$ cat src/rtl/seq_detector_param_if.sv
// Serial-stream bus of the parametrised pattern detector.
// pat_mask_in exists only when SEQ_DET_MASK_EN is defined.
interface seq_detector_param_if #(
  parameter int unsigned N     = 4,
  parameter int unsigned CNT_W = 8
);
  logic             din_valid;
  logic             din;
  logic             pat_load;
  logic [N-1:0]     pat_in;
  logic             overlap_in;
`ifdef SEQ_DET_MASK_EN
  logic [N-1:0]     pat_mask_in;
`endif
  logic             cnt_clr;
  logic             dout;
  logic [CNT_W-1:0] match_cnt;

  modport master (
    output din_valid, din, pat_load, pat_in, overlap_in, cnt_clr,
`ifdef SEQ_DET_MASK_EN
    output pat_mask_in,
`endif
    input  dout, match_cnt
  );

  modport slave (
    input  din_valid, din, pat_load, pat_in, overlap_in, cnt_clr,
`ifdef SEQ_DET_MASK_EN
    input  pat_mask_in,
`endif
    output dout, match_cnt
  );
endinterface

$ cat src/rtl/seq_detector_param.sv
// Parametrised Mealy serial-pattern detector with loadable pattern/overlap mode and a
// saturating match counter. SEQ_DET_MASK_EN adds a loadable don't-care mask.
module seq_detector_param #(
  parameter int unsigned    N           = 4,
  parameter logic [N-1:0]   PAT_RST     = N'(4'b0110),
  parameter bit             OVERLAP_RST = 1'b1,
  parameter int unsigned    CNT_W       = 8
) (
  input  logic               clk,
  input  logic               rst,
  seq_detector_param_if.slave bus
);
  localparam int unsigned    FW      = $clog2(N);
  localparam logic [FW-1:0]  FillMax = FW'(N - 1);

  logic [N-1:0]     pat_q, pat_d;
  logic             ovl_q, ovl_d;
  logic [N-2:0]     hist_q, hist_d;
  logic [FW-1:0]    fill_q, fill_d;
  logic [CNT_W-1:0] cnt_q, cnt_d;
  logic [N-1:0]     window;
  logic [N-1:0]     diff;
  logic             dout;

  // Newest bit sits at the LSB so pattern bit N-1 lines up with the oldest accepted bit.
  assign window = {hist_q, bus.din};

`ifdef SEQ_DET_MASK_EN
  logic [N-1:0] mask_q, mask_d;
  assign diff = (window ^ pat_q) & mask_q;
`else
  assign diff = window ^ pat_q;
`endif

  assign dout = bus.din_valid & ~bus.pat_load & ~rst & (fill_q == FillMax) & (diff == '0);

  assign bus.dout      = dout;
  assign bus.match_cnt = cnt_q;

  always_comb begin
    pat_d  = pat_q;
    ovl_d  = ovl_q;
    hist_d = hist_q;
    fill_d = fill_q;
    cnt_d  = cnt_q;
`ifdef SEQ_DET_MASK_EN
    mask_d = mask_q;
`endif

    if (bus.pat_load) begin
      // A load drops the offered bit and restarts the fill count.
      pat_d  = bus.pat_in;
      ovl_d  = bus.overlap_in;
      fill_d = '0;
`ifdef SEQ_DET_MASK_EN
      mask_d = bus.pat_mask_in;
`endif
    end else if (bus.din_valid) begin
      hist_d = window[N-2:0];
      if (dout && !ovl_q) begin
        fill_d = '0;
      end else if (fill_q != FillMax) begin
        fill_d = fill_q + 1'b1;
      end
    end

    if (bus.cnt_clr) begin
      cnt_d = '0;
    end else if (dout && (cnt_q != '1)) begin
      cnt_d = cnt_q + 1'b1;
    end
  end

  always_ff @(posedge clk) begin
    if (rst) begin
      pat_q  <= PAT_RST;
      ovl_q  <= OVERLAP_RST;
      hist_q <= '0;
      fill_q <= '0;
      cnt_q  <= '0;
`ifdef SEQ_DET_MASK_EN
      mask_q <= '1;
`endif
    end else begin
      pat_q  <= pat_d;
      ovl_q  <= ovl_d;
      hist_q <= hist_d;
      fill_q <= fill_d;
      cnt_q  <= cnt_d;
`ifdef SEQ_DET_MASK_EN
      mask_q <= mask_d;
`endif
    end
  end
endmodule
$ cat src/flat_wrapper.sv
// flat-port wrapper written by rule: the top's interface ports become plain ports
module seq_detector_param_flat 
#(
  parameter int unsigned    N           = 4,
  parameter logic [N-1:0]   PAT_RST     = N'(4'b0110),
  parameter bit             OVERLAP_RST = 1'b1,
  parameter int unsigned    CNT_W       = 8
)
  (clk, rst, bus_din_valid, bus_din, bus_pat_load, bus_pat_in, bus_overlap_in, bus_cnt_clr, bus_dout, bus_match_cnt);
  seq_detector_param_if #(.N(N), .CNT_W(CNT_W)) bus_i ();
  input  logic clk;
  input  logic rst;
  input wire logic [$bits(bus_i.din_valid)-1:0] bus_din_valid;
  input wire logic [$bits(bus_i.din)-1:0] bus_din;
  input wire logic [$bits(bus_i.pat_load)-1:0] bus_pat_load;
  input wire logic [$bits(bus_i.pat_in)-1:0] bus_pat_in;
  input wire logic [$bits(bus_i.overlap_in)-1:0] bus_overlap_in;
  input wire logic [$bits(bus_i.cnt_clr)-1:0] bus_cnt_clr;
  output wire logic [$bits(bus_i.dout)-1:0] bus_dout;
  output wire logic [$bits(bus_i.match_cnt)-1:0] bus_match_cnt;
  assign bus_i.din_valid = bus_din_valid;
  assign bus_i.din = bus_din;
  assign bus_i.pat_load = bus_pat_load;
  assign bus_i.pat_in = bus_pat_in;
  assign bus_i.overlap_in = bus_overlap_in;
  assign bus_i.cnt_clr = bus_cnt_clr;
  assign bus_dout = bus_i.dout;
  assign bus_match_cnt = bus_i.match_cnt;
  seq_detector_param #(.N(N), .PAT_RST(PAT_RST), .OVERLAP_RST(OVERLAP_RST), .CNT_W(CNT_W)) u_core (.clk(clk), .rst(rst), .bus(bus_i));
endmodule
$ cat config.mk
export PLATFORM = sky130hd
export DESIGN_NAME = seq_detector_param_flat
export DESIGN_NICKNAME = d
export VERILOG_FILES = /design/src/rtl/seq_detector_param_if.sv /design/src/rtl/seq_detector_param.sv /design/src/flat_wrapper.sv
export SDC_FILE = /design/constraint.sdc
export NUM_CORES = 1
export LEC_CHECK = 0
export CAP_MARGIN = 20
export CORE_AREA = 3 3 41 58
export CTS_CLUSTER_SIZE = 12
export DETAILED_ROUTE_END_ITERATION = 12
export DIE_AREA = 0 0 44 61
export PLACE_DENSITY = 0.75
export SETUP_SLACK_MARGIN = 0.5
export SYNTH_ARGS = -nofsm -noshare
export SYNTH_HDL_FRONTEND = slang
export SYNTH_SLANG_ARGS = --single-unit
$ cat constraint.sdc
create_clock -name clk -period 2.35 [get_ports clk]
set_input_delay 0.5875 -clock clk [delete_from_list [all_inputs] [get_ports clk]]
set_output_delay 0.5875 -clock clk [all_outputs]
set_load 0.02 [all_outputs]
==> impl_results.md <==
* Outcome: finished clean
* Measured slew at the worst slew-check pin at 322 ps
* Worst reg-to-reg path cell count at 8
* RR Startpoint: u_core.fill_q[0]
* Power per cell area at 414 nW/um^2
* FF-to-FF End: u_core.bus.match_cnt[7]
* Fill cells at 164
* Final net count at 147
* Crit Path Category: flip-flop to output port
* Netlist cell types at 37
* Final setup viols at 0
* Min-delay src: u_core.ovl_q
* First-pass DRT Iterations at 4
* Post-Synth XOR/XNOR Area at 4.70%
* H-tree levels at 1
* CP Max Fanout at 3
* Crit. End Element: output port
* Worst hold margin at 516 ps
* Post-synthesis simple-gate area fraction at 23.4%
* Leakage power total at 0.000589 uW
* Initial drt markers at 22
* CTS tree: yes
* Initial Utilization at 47.8%
* CTS Buf Count at 3
* Design Power at 543 uW
* Total track usage at 17.9%
* Die Width at 44 um
* Detail Placement HPWL at 1.57 mm
* Initial antenna violation count at 0
* DR DRC count at 0
* Row count at 19
* Yosys reg bits at 18
* Die area at 2680 sq um
* Post-layout minimum cycle time at 2080 ps
* Compound-cell area share of the yosys netlist at 15.3%
* Core area at 1950 sq um
* Worst EP arrival at 1490 ps
* Fin. Hold Viols at 0
* Crit path launch type: flip-flop
* Worst relative slew slack at 78.4%
* First-pass GRT wire length at 3.57 mm
* RSZ-0062 raised after global routing: true
* Synthesized area at 931 sq um
* Hold Path Class: flip-flop to flip-flop
* Vias in the first global route at 828
* Mux share of post-synthesis cell area at 8.60%
* Post-DRT Antenna Nets at 0
* Clk_lat worst skew at 290 ps
* Ys async rst share at 0%
* Die height at 61 um
* Layout cells sized above 1 at 29.5%
* Worst IR Drop VDD at 0.289 mV
* GP Congestion at 0.749
* R2r setup slk at 400 ps
* # diodes at 0
* Via count at 836
* Hold path cells at 2
* Skew final at 3.71 ps
* Ys Warns at 0
* Largest family of logic cells by synthesized area: simple AND/OR/NAND/NOR gates
* Mapped Cells at 99
* Adder-Cell Fraction of Synth Area at 2.69%
* Clock Sinks at 18
* Commonest non-fill, non-tap cell in the layout: dfxtp_1
* Max-slew violation count at 0
* Io pins at 20
* Clock slew at reported path FFs at 100 ps
* Via density at 5.46
* Crit share post-route at 88.6%
* Final Routed Wirelength at 2.08 mm
* Area Growth Syn to Fin at 40.7%
* Root buffer cell: clkbuf_4
* Register area share after synthesis at 38.7%
* Syn Area/Cell at 9.40 sq um
* Largest net degree at the start of global routing at 10
* Commonest non-fill, non-tap cells in the layout: dfxtp_1, buf_4, nor2_1
* MaxCap Viol Count at 0
* Prevailing post-synth register cell: dfxtp_1
* Required time of the critical path at 1760 ps
* Max clock buf depth at 2
* Max frequency at 480 MHz
* EDFF count, synth at 0
* Total gr overflow at 0
* Syn Nets at 112
* WL per Instance at 13.6 um
* Hold-critical path endpoint: u_core.fill_q[0]
* IO buf count at 19
* Post-CTS Hold Fix Bufs at 0
## cell type report
class                      instances  area [sq um]  share of cell area, %
clock buffer                       3          22.5                   1.72
inverter                           7          26.3                   2.01
multi-input combinational         69           562                   42.9
sequential                        18           367                   28.0
tap                               21          26.3                   2.01
timing repair buffer              35           307                   23.4
## worst max-delay path: stages (launching register included)
cell	delay, ps
dfxtp_2	360
and2b_2	220
or3_4	390
nor2_4	110
buf_6	120
## worst max-delay path by stage
| stage | start | to | slack, ps | cells after the start |
|---|---|---|---|---|
| 3_5_place_dp | bus_din | bus_dout | -580 | 5 |
| 6_report | u_core.pat_q[0] | bus_dout | 270 | 4 |
| 5_1_grt | u_core.pat_q[0] | bus_dout | 230 | 4 |
| 4_1_cts | u_core.pat_q[0] | bus_dout | 250 | 4 |
| 2_1_floorplan | bus_pat_load | bus_dout | 240 | 5 |
| 3_3_place_gp | bus_din | bus_dout | -560 | 5 |
## repair_timing
action | in CTS | in global routing
endpoints found under the hold margin | 0 | 0
resized for setup | 39 | 3
endpoints found under the setup margin | 17 | 8
gates cloned | 0 | 0
buffers inserted | 3 | 0
pin swaps | 6 | 1
## per-stage QoR
stage / utilization (%) / setup slack [ps] / setup TNS [ps] / cell area, sq um / std cells
after floorplan: - / 238 / 0 / 940 / 99
after global placement: 62.3 / -557 / -582 / 1210 / 147
after detailed placement: 62.3 / -580 / -661 / 1210 / 147
after CTS: 66.6 / 249 / 0 / 1300 / 153
after global routing: 67.2 / 232 / 0 / 1310 / 153
final: 67.2 / 269 / 0 / 1310 / 153
## sequential cells by signal (all words and copies together) (netlist names)
| name | count |
|---|---|
| u_core.bus.match_cnt | 8 |
| u_core.fill_q | 2 |
| u_core.hist_q | 3 |
| u_core.ovl_q | 1 |
| u_core.pat_q | 4 |
## routing by layer
metal	vias up	GRT usage [%]	share of wire [%]
met5	-	0	0
met4	0	7.76	1.8
li1	417	-	-
met2	12	31.3	54
met3	4	2.67	2.8
met1	403	21.5	41
## cell usage after synthesis, types with 2 or more instances
cell type	instances	area [sq um]
inv_1	7	26.3
o21ai_0	2	10.0
and3_1	5	31.3
nand2_1	4	15.0
ha_1	2	25.0
xor2_1	2	17.5
a21oi_1	7	35.0
xnor2_1	3	26.3
nand3_1	3	15.0
mux2i_1	8	80.1
dfxtp_1	18	360
or4_1	2	15.0
buf_6	2	22.5
o31ai_1	2	15.0
nor2_1	10	37.5
## power by group
part	internal, uW	total (uW)	leakage [uW]	switching, uW
Combinational	38.3	69.0	0.000427	30.7
Clock	59.5	154	0.0000138	94.3
Sequential	312	320	0.000148	7.61
## logic make-up after synthesis
logic type      Yosys count
fa+ha+maj                 2
buf+inv                  12
flops                    18
simple gates             35
xor+xnor                  5
mux                       8
compound gates           19
Note: power is estimated with default switching activity, not from simulation.
